--- config.mk ---
export PLATFORM = sky130hd
export DESIGN_NAME = weight_prefetch_buffer
export DESIGN_NICKNAME = d
export VERILOG_FILES = /design/src/rtl/sparhixcel_pkg.sv /design/src/rtl/weight_fifo2.sv /design/src/rtl/weight_prefetch_buffer.sv
export SDC_FILE = /design/constraint.sdc
export NUM_CORES = 1
export LEC_CHECK = 0
export ABC_AREA = 1
export ABC_CLOCK_PERIOD_IN_PS = 16100
export CORE_ASPECT_RATIO = 0.8
export CORE_MARGIN = 2
export CORE_UTILIZATION = 35
export DETAILED_ROUTE_END_ITERATION = 8
export RECOVER_POWER = 100
export SYNTH_ARGS = -nofsm -noshare
export SYNTH_HDL_FRONTEND = slang
export SYNTH_HIERARCHICAL = 1
export SYNTH_SLANG_ARGS = --single-unit
--- constraint.sdc ---
create_clock -name clk_i -period 16.1 [get_ports clk_i]
set_input_delay 3.22 -clock clk_i [delete_from_list [all_inputs] [get_ports clk_i]]
set_output_delay 3.22 -clock clk_i [all_outputs]
set_load 0.01 [all_outputs]
--- src/rtl/sparhixcel_pkg.sv ---
// Shared defaults for the weight path (array geometry, memory width) and the
// weight_prefetch_buffer control state encoding.
package sparhixcel_pkg;

  localparam int DEF_N_ROWS_ARRAY = 16;
  localparam int DEF_F_WIDTH      = 8;
  localparam int DEF_ADDR_WIDTH   = 16;
  localparam int DEF_CNT_WIDTH    = 10;

  typedef enum logic [1:0] {
    IDLE  = 2'd0,
    FETCH = 2'd1,
    DRAIN = 2'd2,
    DONE  = 2'd3
  } wpb_state_t;

endpackage

--- src/rtl/weight_fifo2.sv ---
// Two-entry ping-pong FIFO holding prefetched weight vectors; the head output
// keeps the last popped vector once the FIFO runs empty.
module weight_fifo2 #(
  parameter int W = 128
) (
  input  logic         clk_i,
  input  logic         rd_weight_rst,
  input  logic         push,
  input  logic         pop,
  input  logic [W-1:0] din,
  output logic [W-1:0] dout,
  output logic [1:0]   count
);

  logic [1:0][W-1:0] mem;
  logic              wr_ptr;
  logic              rd_ptr;
  logic [W-1:0]      last_q;
  logic              pop_ok;

  // Pops on an empty FIFO are dropped so the count can never underflow.
  assign pop_ok = pop && (count != 2'd0);
  assign dout   = (count != 2'd0) ? mem[rd_ptr] : last_q;

  always_ff @(posedge clk_i or posedge rd_weight_rst) begin
    if (rd_weight_rst) begin
      mem    <= '0;
      wr_ptr <= 1'b0;
      rd_ptr <= 1'b0;
      count  <= 2'd0;
      last_q <= '0;
    end else begin
      // When full, push lands on the head slot; a same-edge pop has already
      // consumed that entry, so the overwrite is safe.
      if (push) begin
        mem[wr_ptr] <= din;
        wr_ptr      <= ~wr_ptr;
      end
      if (pop_ok) begin
        rd_ptr <= ~rd_ptr;
        last_q <= mem[rd_ptr];
      end
      count <= count + {1'b0, push} - {1'b0, pop_ok};
    end
  end

  a_no_overflow: assert property (@(posedge clk_i) disable iff (rd_weight_rst)
    !(push && (count == 2'd2) && !pop));

endmodule

--- src/rtl/weight_prefetch_buffer.sv ---
// Prefetches weight-memory rows into a 2-entry buffer and streams them to the
// systolic-array weight register as a valid/ready vector stream.
module weight_prefetch_buffer
  import sparhixcel_pkg::*;
#(
  parameter int N_ROWS_ARRAY = DEF_N_ROWS_ARRAY,
  parameter int F_WIDTH      = DEF_F_WIDTH,
  parameter int ADDR_WIDTH   = DEF_ADDR_WIDTH,
  parameter int CNT_WIDTH    = DEF_CNT_WIDTH
) (
  input  logic                           clk_i,
  input  logic                           rd_weight_rst,
  input  logic                           start_i,
  input  logic [ADDR_WIDTH-1:0]          base_addr_i,
  input  logic [CNT_WIDTH-1:0]           num_words_i,
  input  logic                           weight_ready_i,
  output logic                           mem_rd_en_o,
  output logic [ADDR_WIDTH-1:0]          mem_addr_o,
  input  logic [N_ROWS_ARRAY*F_WIDTH-1:0] mem_data_i,
  input  logic                           weight_req_i,
  output logic                           weight_valid_o,
  output logic [N_ROWS_ARRAY*F_WIDTH-1:0] f_weight_o,
  output logic                           busy_o,
  output logic                           done_o
);

  localparam int VEC_W = N_ROWS_ARRAY * F_WIDTH;

  wpb_state_t            state, state_nxt;
  logic [ADDR_WIDTH-1:0] base_q;
  logic [CNT_WIDTH-1:0]  num_q;
  logic [CNT_WIDTH-1:0]  issued_q;
  logic [CNT_WIDTH-1:0]  issued_nxt;
  logic                  inflight_q;
  logic [1:0]            occ;
  logic                  pop;
  logic                  issue;
  logic [2:0]            room_sum;

  assign pop            = weight_req_i && weight_valid_o;
  assign weight_valid_o = (occ != 2'd0);

  // Slots committed after this edge: buffered + in flight - leaving now.
  // pop implies occ>=1, so the subtraction cannot go negative.
  assign room_sum   = {1'b0, occ} + {2'b00, inflight_q} - {2'b00, pop};
  assign issue      = (state == FETCH) && weight_ready_i && (room_sum < 3'd2);
  assign issued_nxt = issued_q + CNT_WIDTH'(1);

  assign mem_rd_en_o = issue;
  assign mem_addr_o  = base_q + ADDR_WIDTH'(issued_q);
  assign busy_o      = (state != IDLE);
  assign done_o      = (state == DONE);

  always_comb begin
    state_nxt = state;
    case (state)
      IDLE:  if (start_i) state_nxt = (num_words_i == '0) ? DONE : FETCH;
      // Leave FETCH on the edge of the last issue so no extra read can slip out.
      FETCH: if (issue && (issued_nxt == num_q)) state_nxt = DRAIN;
      DRAIN: if ((occ == 2'd0) && !inflight_q) state_nxt = DONE;
      DONE:  state_nxt = IDLE;
      default: state_nxt = IDLE;
    endcase
  end

  always_ff @(posedge clk_i or posedge rd_weight_rst) begin
    if (rd_weight_rst) begin
      state      <= IDLE;
      base_q     <= '0;
      num_q      <= '0;
      issued_q   <= '0;
      inflight_q <= 1'b0;
    end else begin
      state      <= state_nxt;
      inflight_q <= issue;
      if ((state == IDLE) && start_i) begin
        base_q   <= base_addr_i;
        num_q    <= num_words_i;
        issued_q <= '0;
      end else if (issue) begin
        issued_q <= issued_nxt;
      end
    end
  end

  // Memory returns data one cycle after the strobe, which is exactly when the
  // inflight flag is set.
  weight_fifo2 #(.W(VEC_W)) u_fifo (
    .clk_i         (clk_i),
    .rd_weight_rst (rd_weight_rst),
    .push          (inflight_q),
    .pop           (pop),
    .din           (mem_data_i),
    .dout          (f_weight_o),
    .count         (occ)
  );

endmodule

==> impl_metrics.env, run 1 <==
export IMPL_status="complete, but fails checks"
export IMPL_violations="capacitance limit, slew limit"
export IMPL_vias=17300
export IMPL_drtPass1Iterations=5
export IMPL_die_area_um2=59300
export IMPL_viasPerCell=4.72
export IMPL_drive_gt1_share_pct=4.05
export IMPL_synth_cells=2645
export IMPL_clockBufferDepth=3
export IMPL_ctsHoldBuffers=0
export IMPL_power_share_clock_pct=19.2
export IMPL_final_util_pct=44.4
export IMPL_grt_util_all_layers_pct=19.5
export IMPL_reg2reg_setup_slack_ns=8.75
export IMPL_finalSetupViolations=0
export IMPL_cap_violations=11
export IMPL_drtIter0Drc=1269
export IMPL_min_path_type="reg2reg"
export IMPL_synth_area_um2=20100
export IMPL_fin_cells=3676
export IMPL_p_leak_uw=0.0133
export IMPL_cts_resized=0
export IMPL_cp_arrival_ns=7.98
export IMPL_cts_buffers=47
export IMPL_dp_hpwl_um=34900
export IMPL_ir_drop_mv=0.122
export IMPL_cts_tree="built"
export IMPL_io_pin_count=307
export IMPL_grt_pass1_vias=17000
export IMPL_ys_seq_area_share_pct=53.2
export IMPL_core_area_um2=56700
export IMPL_synth_cell_type_count=32
export IMPL_start_kind="flip-flop"
export IMPL_cp_max_fo=66
export IMPL_die_h_um=218
export IMPL_p_int_uw=3370
export IMPL_root_buffer="clkbuf_16"
export IMPL_fp_dieW_um=272
export IMPL_yosysWarningCount=6
export IMPL_wirelength_um=57900
export IMPL_std_cell_rows=78
export IMPL_post_drt_wl_per_cell_um=15.8
export IMPL_clk_pin_slew_worst_paths_ns=0.06
export IMPL_dpl_cell_count=3585
export IMPL_fin_setup_tns_ns=0
export IMPL_fin_crit_sh_pct=69.6
export IMPL_required_ns=12.88
export IMPL_seqPwrFrac_pct=33.8
export IMPL_rsz0062_at_grt="no"
export IMPL_syn2layout_area_growth_pct=25.3
export IMPL_antenna_found_initial=9
export IMPL_drv_slew=693
export IMPL_initial_core_util_pct=35.4
export IMPL_worst_slew_pin_slew_ns=5.34
export IMPL_clock_latency_ns=0.58
export IMPL_grt_max_degree=257
export IMPL_h_tree_depth=2
export IMPL_grt_pass1_wl_um=92400
export IMPL_critPathKind="reg2out"
export IMPL_grt_ovfl_total=0
export IMPL_syn_avg_cell_area_um2=7.59
export IMPL_min_period_ns=11.20
export IMPL_syn_nets=2825
export IMPL_final_nets=3054
export IMPL_drc=0
export IMPL_skew_ns=0.0205
export IMPL_power_switching_uw=2370
export IMPL_swShare_pct=41.4
export IMPL_place_congestion=0.871
export IMPL_post_cts_setup_buffer_count=0
export IMPL_fmax_mhz=89.3
export IMPL_end_kind="output port"
export IMPL_holdWs_ns=0.477
export IMPL_clock_sinks=427
export IMPL_combinationalPowerShare_pct=47.0
export IMPL_hold_violations=0
export IMPL_detail_route_antenna_nets=0
export IMPL_slew_headroom_pct=-258
export IMPL_io_buffers=306
export IMPL_ys_ff_latch=427
export IMPL_p_per_area_nw_per_um2=228
[through the flow]
step / power [uW] / area [um^2] / setup slack, ns
final: 5740 / 25200 / 4.90
after global routing: 6250 / 25200 / 4.17
after CTS: 5950 / 25200 / 7.15
after detailed placement: 4810 / 23600 / 7.15
after global placement: 4740 / 23600 / 7.11
after floorplan: 3540 / 20100 / 2.10
[cells in the mapped netlist]
cell type	n	share of area, %
nand2_1	1494	28
dfrtp_1	427	53
o21ai_0	263	6.6
inv_1	174	3.3
buf_2	102	2.5
clkbuf_1	34	0.64
nand3_1	21	0.52
mux2_2	20	1.1
ha_1	19	1.2
a21oi_1	12	0.30
nor2_1	12	0.22
o22ai_1	9	0.28
xor2_1	9	0.39
xnor2_1	8	0.35
buf_4	6	0.22
nand3b_1	6	0.22
nor2_2	5	0.16
nand4_1	4	0.12
o21ai_1	3	0.075
fa_1	2	0.20
nand2_2	2	0.062
nor4_1	2	0.062
o21a_1	2	0.075
a21o_1	1	0.037
a31oi_1	1	0.031
buf_1	1	0.019
inv_2	1	0.019
nor2_4	1	0.056
nor3_2	1	0.050
o2111ai_1	1	0.044
o21ai_2	1	0.044
or2_2	1	0.031
[layout by cell type (no fill, tap or decap), types with 2 or more instances in the layout]
cell type / n
nand2_1: 1491
dfrtp_1: 427
dlygate4sd3_1: 274
o21ai_0: 266
inv_1: 172
clkbuf_16: 48
clkdlybuf4s50_1: 32
nand3_1: 21
mux2_2: 20
clkbuf_1: 20
ha_1: 19
nor2_1: 14
a21oi_1: 12
clkbuf_8: 12
xor2_1: 9
o22ai_1: 9
xnor2_1: 8
buf_4: 7
nand3b_1: 6
diode_2: 5
clkinv_2: 5
nand4_1: 4
bufinv_16: 3
nand2_4: 3
nand2_2: 2
nor2_2: 2
nor2_4: 2
o21a_1: 2
nor4_1: 2
fa_1: 2
clkinvlp_4: 2
clkinvlp_2: 2
buf_12: 2
[power groups by stage]
stage / combinational [uW] / sequential [uW] / clock, uW
2_1_floorplan: 1680 / 1860 / 0
3_3_place_gp: 2810 / 1930 / 0
3_5_place_dp: 2860 / 1950 / 0
4_1_cts: 2880 / 1940 / 1130
5_1_grt: 3050 / 2020 / 1180
6_report: 2700 / 1940 / 1100
[final cells by class]
cell class | instances | area [um^2]
clock buffer | 72 | 1410
timing repair buffer | 323 | 3190
fill | 5503 | 31500
sequential | 427 | 10700
inverter | 175 | 659
clock inverter | 14 | 175
antenna | 5 | 12.5
tap | 760 | 951
multi-input combinational | 1900 | 8090
[critical path: stages (launching register included)]
cell and delay (ns):
dfrtp_1 1.94, clkinvlp_2 3.15, buf_4 1.17, nand2_1 0.16
nand2_1 0.08, nand2_1 0.06, nand2_1 0.15, dlygate4sd3_1 0.64
[routing by layer]
layer | track usage, % | share of wire (%) | up-vias
li1 | - | - | 8559
met1 | 26.2 | 45 | 8292
met2 | 32.2 | 48 | 401
met3 | 2.99 | 4.9 | 92
met4 | 6.50 | 2.9 | 2
met5 | 0 | 0.028 | -
[path summary, 6_finish.rpt]
path / from / cells after the start / to
setup / recovery: u_fifo/rd_ptr$_DFFE_PP0P_ / 7 / f_weight_o[46]
hold / removal: u_fifo/last_q[10]$_DFFE_PP0P_ / 2 / u_fifo/last_q[10]$_DFFE_PP0P_
setup reg to reg: u_fifo/count[1]$_DFF_PP0_ / 7 / u_fifo/last_q[81]$_DFFE_PP0P_
hold reg to reg: u_fifo/last_q[10]$_DFFE_PP0P_ / 2 / u_fifo/last_q[10]$_DFFE_PP0P_
max in group asynchronous: rd_weight_rst / 3 / u_fifo/mem[34]$_DFFE_PP0P_
min in group asynchronous: rd_weight_rst / 3 / base_q[0]$_DFFE_PP0P_
[kinds of logic after synthesis]
kind of cell    share of synthesized area, %
simple gates                            29.4
flops                                   53.2
fa+ha+maj                               1.38
xor+xnor                               0.741
compound gates                          7.44
mux                                     1.12
buf+inv                                 6.69
[sequential cells by signal, summed over array words and instances (netlist names), 2 cells and up]
register       flops
u_fifo/last_q    128
state              2
num_q             10
u_fifo/mem       256
base_q            16
issued_q          10
u_fifo/count       2
No activity file was read; power rests on OpenSTA's default activity.
==> inputs of run 2 (changes only) <==
Settings changed: ABC_CLOCK_PERIOD_IN_PS 16100 to 11420.
Clock period 16.1 ns to 11.42 ns, I/O delays scaled along.
==> impl_metrics.env, run 2 (synthesis gave the netlist of run 1 again) <==
export IMPL_viasPerCell=4.76
export IMPL_grt_util_all_layers_pct=19.6
export IMPL_dpl_cell_area_um2=23600
export IMPL_post_cts_setup_buffer_count=0
export IMPL_h_tree_depth=2
export IMPL_power_uw=8160
export IMPL_vias=17500
export IMPL_ctsHoldBuffers=0
export IMPL_violations="capacitance limit, slew limit"
export IMPL_r2r_cells=6
export IMPL_cap_violations=9
export IMPL_worst_slack_ns=2.50
export IMPL_grt_max_degree=172
export IMPL_final_nets=3056
export IMPL_post_drt_wl_per_cell_um=15.9
export IMPL_final_cell_mix="1491 x nand2_1, 427 x dfrtp_1, 272 x dlygate4sd3_1"
export IMPL_start_kind="flip-flop"
export IMPL_wirelength_um=58400
export IMPL_cp_max_fo=75
export IMPL_whs_path_depth=2
export IMPL_finalSetupViolations=0
export IMPL_swShare_pct=41.0
export IMPL_power_share_clock_pct=19.7
export IMPL_largestRegisters="u_fifo/mem (256), u_fifo/last_q (128), base_q (16)"
export IMPL_initial_core_util_pct=35.4
export IMPL_drive_gt1_share_pct=4.26
export IMPL_reg2reg_setup_slack_ns=4.43
export IMPL_drv_slew=554
export IMPL_seqPwrFrac_pct=33.6
export IMPL_cts_buffers=48
export IMPL_grt_pass1_wl_um=93200
export IMPL_largest_register="u_fifo/mem"
export IMPL_grt_ovfl_total=0
export IMPL_detail_route_antenna_nets=0
export IMPL_hold_violations=0
export IMPL_fillers=5583
export IMPL_syn2layout_area_growth_pct=25.7
export IMPL_die_area_um2=59300
export IMPL_p_leak_uw=0.0133
export IMPL_clk_pin_slew_worst_paths_ns=0.06
export IMPL_r2r_end="u_fifo/last_q[117]$_DFFE_PP0P_"
export IMPL_r2r_start="u_fifo/count[1]$_DFF_PP0_"
export IMPL_drc=0
export IMPL_slew_headroom_pct=-203
export IMPL_combinationalPowerShare_pct=46.7
export IMPL_fin_crit_sh_pct=78.1
export IMPL_ir_drop_mv=0.130
export IMPL_fin_area_um2=25200
export IMPL_required_ns=9.14
export IMPL_fmax_mhz=112
export IMPL_clock_latency_ns=0.58
export IMPL_fin_setup_tns_ns=0
export IMPL_min_to="u_fifo/last_q[77]$_DFFE_PP0P_"
export IMPL_worst_slew_pin_slew_ns=4.54
export IMPL_rsz0062_at_grt="no"
export IMPL_p_per_area_nw_per_um2=323
export IMPL_largest_register_ffs=256
export IMPL_root_buffer="clkbuf_16"
export IMPL_cts_tree="built"
export IMPL_power_switching_uw=3340
export IMPL_cp_arrival_ns=6.64
export IMPL_final_util_pct=44.5
export IMPL_io_pin_count=307
export IMPL_dp_slack_ns=4.29
export IMPL_die_h_um=218
export IMPL_place_congestion=0.863
export IMPL_dp_hpwl_um=35100
export IMPL_fp_dieW_um=272
export IMPL_skew_ns=0.0277
export IMPL_drtPass1Iterations=7
export IMPL_final_common_cell="nand2_1"
export IMPL_drtIter0Drc=1324
export IMPL_core_area_um2=56700
export IMPL_std_cell_rows=78
export IMPL_min_period_ns=8.92
export IMPL_p_int_uw=4820
export IMPL_end_kind="output port"
export IMPL_clock_sinks=427
export IMPL_antenna_found_initial=11
export IMPL_min_delay_start="u_fifo/last_q[77]$_DFFE_PP0P_"
export IMPL_clockBufferDepth=3
export IMPL_cts_resized=0
export IMPL_min_path_type="reg2reg"
export IMPL_io_buffers=306
export IMPL_grt_pass1_vias=17500
export IMPL_status="complete, but fails checks"
export IMPL_critPathKind="reg2out"
==> run 2: cell count changes in the layout (fill, tap and decap cells not counted), moves of 2 or more <==
| cell | change |
|---|---|
| clkdlybuf4s50_1 | +2 |
| buf_4 | +3 |
| clkbuf_1 | -4 |
| dlygate4sd3_1 | -2 |
| clkbuf_8 | +5 |
| clkinvlp_2 | -2 |
==> run 2: how the worst max path moves through the flow <==
stage | slack [ns] | start | endpoint | depth (start not counted)
final | 2.50 | u_fifo/rd_ptr$_DFFE_PP0P_ | f_weight_o[52] | 7
after detailed placement | 4.29 | weight_req_i | mem_rd_en_o | 9
after CTS | 4.28 | weight_req_i | mem_rd_en_o | 9
after floorplan | 3.92 | rd_weight_rst | u_fifo/count[0]$_DFF_PP0_ | 1
after global placement | 4.31 | weight_req_i | mem_rd_en_o | 9
after global routing | 2.10 | u_fifo/rd_ptr$_DFFE_PP0P_ | f_weight_o[98] | 7
==> run 2: cell type report <==
cell class,instances,area [um^2],share of cell area [%]
multi-input cells,1900,8090,32.0
inverters,175,663,2.63
clock buffers,76,1500,5.93
well taps,760,951,3.77
clock inverters,11,163,0.644
repair buffers,324,3190,12.6
flip-flops and latches,427,10700,42.3
diodes,4,10.0,0.0397
==> run 2: layer usage <==
layer | routed length, um | vias up | GRT usage [%] | part of all wire (%)
met5 | 13 | - | 0 | 0.022
met4 | 2190 | 2 | 7.95 | 3.8
met3 | 2740 | 118 | 2.93 | 4.7
met2 | 26900 | 447 | 32.4 | 46
met1 | 26500 | 8391 | 25.9 | 45
li1 | - | 8556 | - | -
==> run 2: critical path, cell delays in order, from the launching register on <==
cell and delay, ns:
dfrtp_1 1.24, inv_4 1.23, clkbuf_1 2.29, nand2_1 0.19, nand2_1 0.24, nand2_1 0.07
nand2_1 0.07, dlygate4sd3_1 0.61
==> run 2: per-stage QoR <==
stage,std cells,hold WS (ns)
2_1_floorplan,2645,0.449
3_3_place_gp,3586,0.461
3_5_place_dp,3586,0.465
4_1_cts,3673,0.480
5_1_grt,3676,0.496
6_report,3677,0.476
==> run 2: power by group through the flow <==
stage	sequential [uW]	clock (uW)	combinational [uW]
CTS	2740	1660	4040
floorplan	2620	0	2370
detailed placement	2750	0	4020
global placement	2720	0	3940
finish	2740	1610	3810
global route	2840	1720	4310
==> inputs of run 3 (changes only) <==
Settings changed: ABC_CLOCK_PERIOD_IN_PS 11420 to 8300.
Clock period 11.42 ns to 8.3 ns, I/O delays scaled along.
==> impl_metrics.env, run 3 (synthesis gave the netlist of run 1 again) <==
export IMPL_viasPerCell=4.74
export IMPL_h_tree_depth=2
export IMPL_required_ns=8.58
export IMPL_root_buffer="clkbuf_16"
export IMPL_grt_max_degree=169
export IMPL_clk_pin_slew_worst_paths_ns=0.06
export IMPL_largestRegisters="u_fifo/mem (256), u_fifo/last_q (128), base_q (16)"
export IMPL_p_leak_uw=0.0132
export IMPL_reg2reg_setup_slack_ns=2.27
export IMPL_cp_slowest_cell="clkbuf_1"
export IMPL_die_area_um2=59300
export IMPL_path_buf_inv=1
export IMPL_worst_slew_pin_slew_ns=4.47
export IMPL_dp_hpwl_um=35600
export IMPL_antenna_found_initial=9
export IMPL_critPathKind="reg2reg"
export IMPL_std_cell_rows=78
export IMPL_cp_arrival_ns=6.31
export IMPL_skew_ns=0.0173
export IMPL_ctsHoldBuffers=0
export IMPL_grt_pass1_wl_um=92100
export IMPL_clock_sinks=427
export IMPL_r2r_cells=3
export IMPL_min_to="u_fifo/last_q[13]$_DFFE_PP0P_"
export IMPL_ir_drop_mv=0.252
export IMPL_dpl_cell_area_um2=23600
export IMPL_rsz0062_at_grt="no"
export IMPL_fin_setup_tns_ns=0
export IMPL_path_cells="nand2_1, clkbuf_1, o21ai_0"
export IMPL_crit_cells=3
export IMPL_cts_tree="built"
export IMPL_min_path_type="reg2reg"
export IMPL_fp_dieW_um=272
export IMPL_end_kind="flip-flop"
export IMPL_cp_max_fo=91
export IMPL_place_congestion=0.855
export IMPL_final_common_cell="nand2_1"
export IMPL_fin_area_um2=25000
export IMPL_cts_buffers=47
export IMPL_die_h_um=218
export IMPL_drtPass1Iterations=5
export IMPL_whs_path_depth=2
export IMPL_clock_latency_ns=0.58
export IMPL_final_nets=3055
export IMPL_wirelength_um=57900
export IMPL_start_kind="flip-flop"
export IMPL_r2r_end="u_fifo/mem[165]$_DFFE_PP0P_"
export IMPL_r2r_start="inflight_q$_DFF_PP0_"
export IMPL_initial_core_util_pct=35.4
export IMPL_post_cts_setup_buffer_count=0
export IMPL_vias=17400
export IMPL_drv_slew=923
export IMPL_io_buffers=306
export IMPL_max_stage_delay_ns=2.76
export IMPL_slew_headroom_pct=-198
export IMPL_grt_ovfl_total=0
export IMPL_post_drt_wl_per_cell_um=15.8
export IMPL_finalSetupViolations=0
export IMPL_drtIter0Drc=1307
export IMPL_crit_family="buffers and inverters"
export IMPL_use_met2_pct=32.0
export IMPL_use_met3_pct=2.60
export IMPL_clockBufferDepth=3
export IMPL_grt_util_all_layers_pct=19.4
export IMPL_p_per_area_nw_per_um2=440
export IMPL_min_period_ns=6.03
export IMPL_hold_violations=0
export IMPL_cap_violations=12
export IMPL_largest_register_ffs=256
export IMPL_violations="capacitance limit, slew limit"
export IMPL_largest_register="u_fifo/mem"
export IMPL_fillers=5594
export IMPL_drive_gt1_share_pct=3.75
export IMPL_detail_route_antenna_nets=0
export IMPL_core_area_um2=56700
export IMPL_fmax_mhz=166
export IMPL_power_uw=11000
export IMPL_cts_resized=0
export IMPL_fin_crit_sh_pct=72.6
export IMPL_grt_pass1_vias=17000
export IMPL_drc=0
export IMPL_status="complete, but fails checks"
export IMPL_syn2layout_area_growth_pct=24.5
export IMPL_busiest_layer="met2"
export IMPL_final_cell_mix="1493 x nand2_1, 426 x dfrtp_1, 267 x o21ai_0"
export IMPL_met1_usage_pct=26.4
export IMPL_io_pin_count=307
export IMPL_min_delay_start="u_fifo/last_q[13]$_DFFE_PP0P_"
run 3: worst max-delay path by stage:
stage                          from  slack [ns]                          end
6_report       inflight_q$_DFF_PP0_        2.27  u_fifo/mem[165]$_DFFE_PP0P_
4_1_cts                weight_req_i        2.43                  mem_rd_en_o
3_3_place_gp           weight_req_i        2.43                  mem_rd_en_o
5_1_grt               rd_weight_rst        1.39    u_fifo/rd_ptr$_DFFE_PP0P_
3_5_place_dp           weight_req_i        2.44                  mem_rd_en_o
2_1_floorplan         rd_weight_rst        1.42    u_fifo/count[0]$_DFF_PP0_
run 3: worst register-to-register path: stages (launching register included):
cell and delay (ns):
dfrtp_1 0.47, nand2_1 2.08, clkbuf_1 2.78, o21ai_0 0.41
run 3: routing by layer:
| metal | up-vias | routed length, um |
|---|---|---|
| met5 | - | 7 |
| met4 | 2 | 1680 |
| met3 | 107 | 2670 |
| met2 | 438 | 27100 |
| met1 | 8317 | 26400 |
| li1 | 8557 | - |
run 3: through the flow:
step	std cells	hold WS (ns)	utilization [%]	setup slack (ns)
after floorplan	2645	0.449	-	1.42
after global placement	3586	0.462	41.7	2.43
after detailed placement	3586	0.465	41.7	2.44
after CTS	3668	0.481	44.2	2.43
after global routing	3670	0.491	44.1	1.39
final	3672	0.476	44.1	2.27
run 3: power breakdown:
part           internal (uW)  switching [uW]
clock                   1160             845
combinational           2120            3110
sequential              3160             622
total                   6440            4570
run 3: layout make-up:
cell class	count	area [um^2]	area share, %
Clock inverter	10	90.1	0.360
Tap cell	760	951	3.80
Multi-Input combinational cell	1900	8060	32.2
Inverter	175	661	2.64
Sequential cell	427	10700	42.7
Clock buffer	72	1370	5.48
Antenna cell	4	10.0	0.0400
Timing Repair Buffer	324	3180	12.7
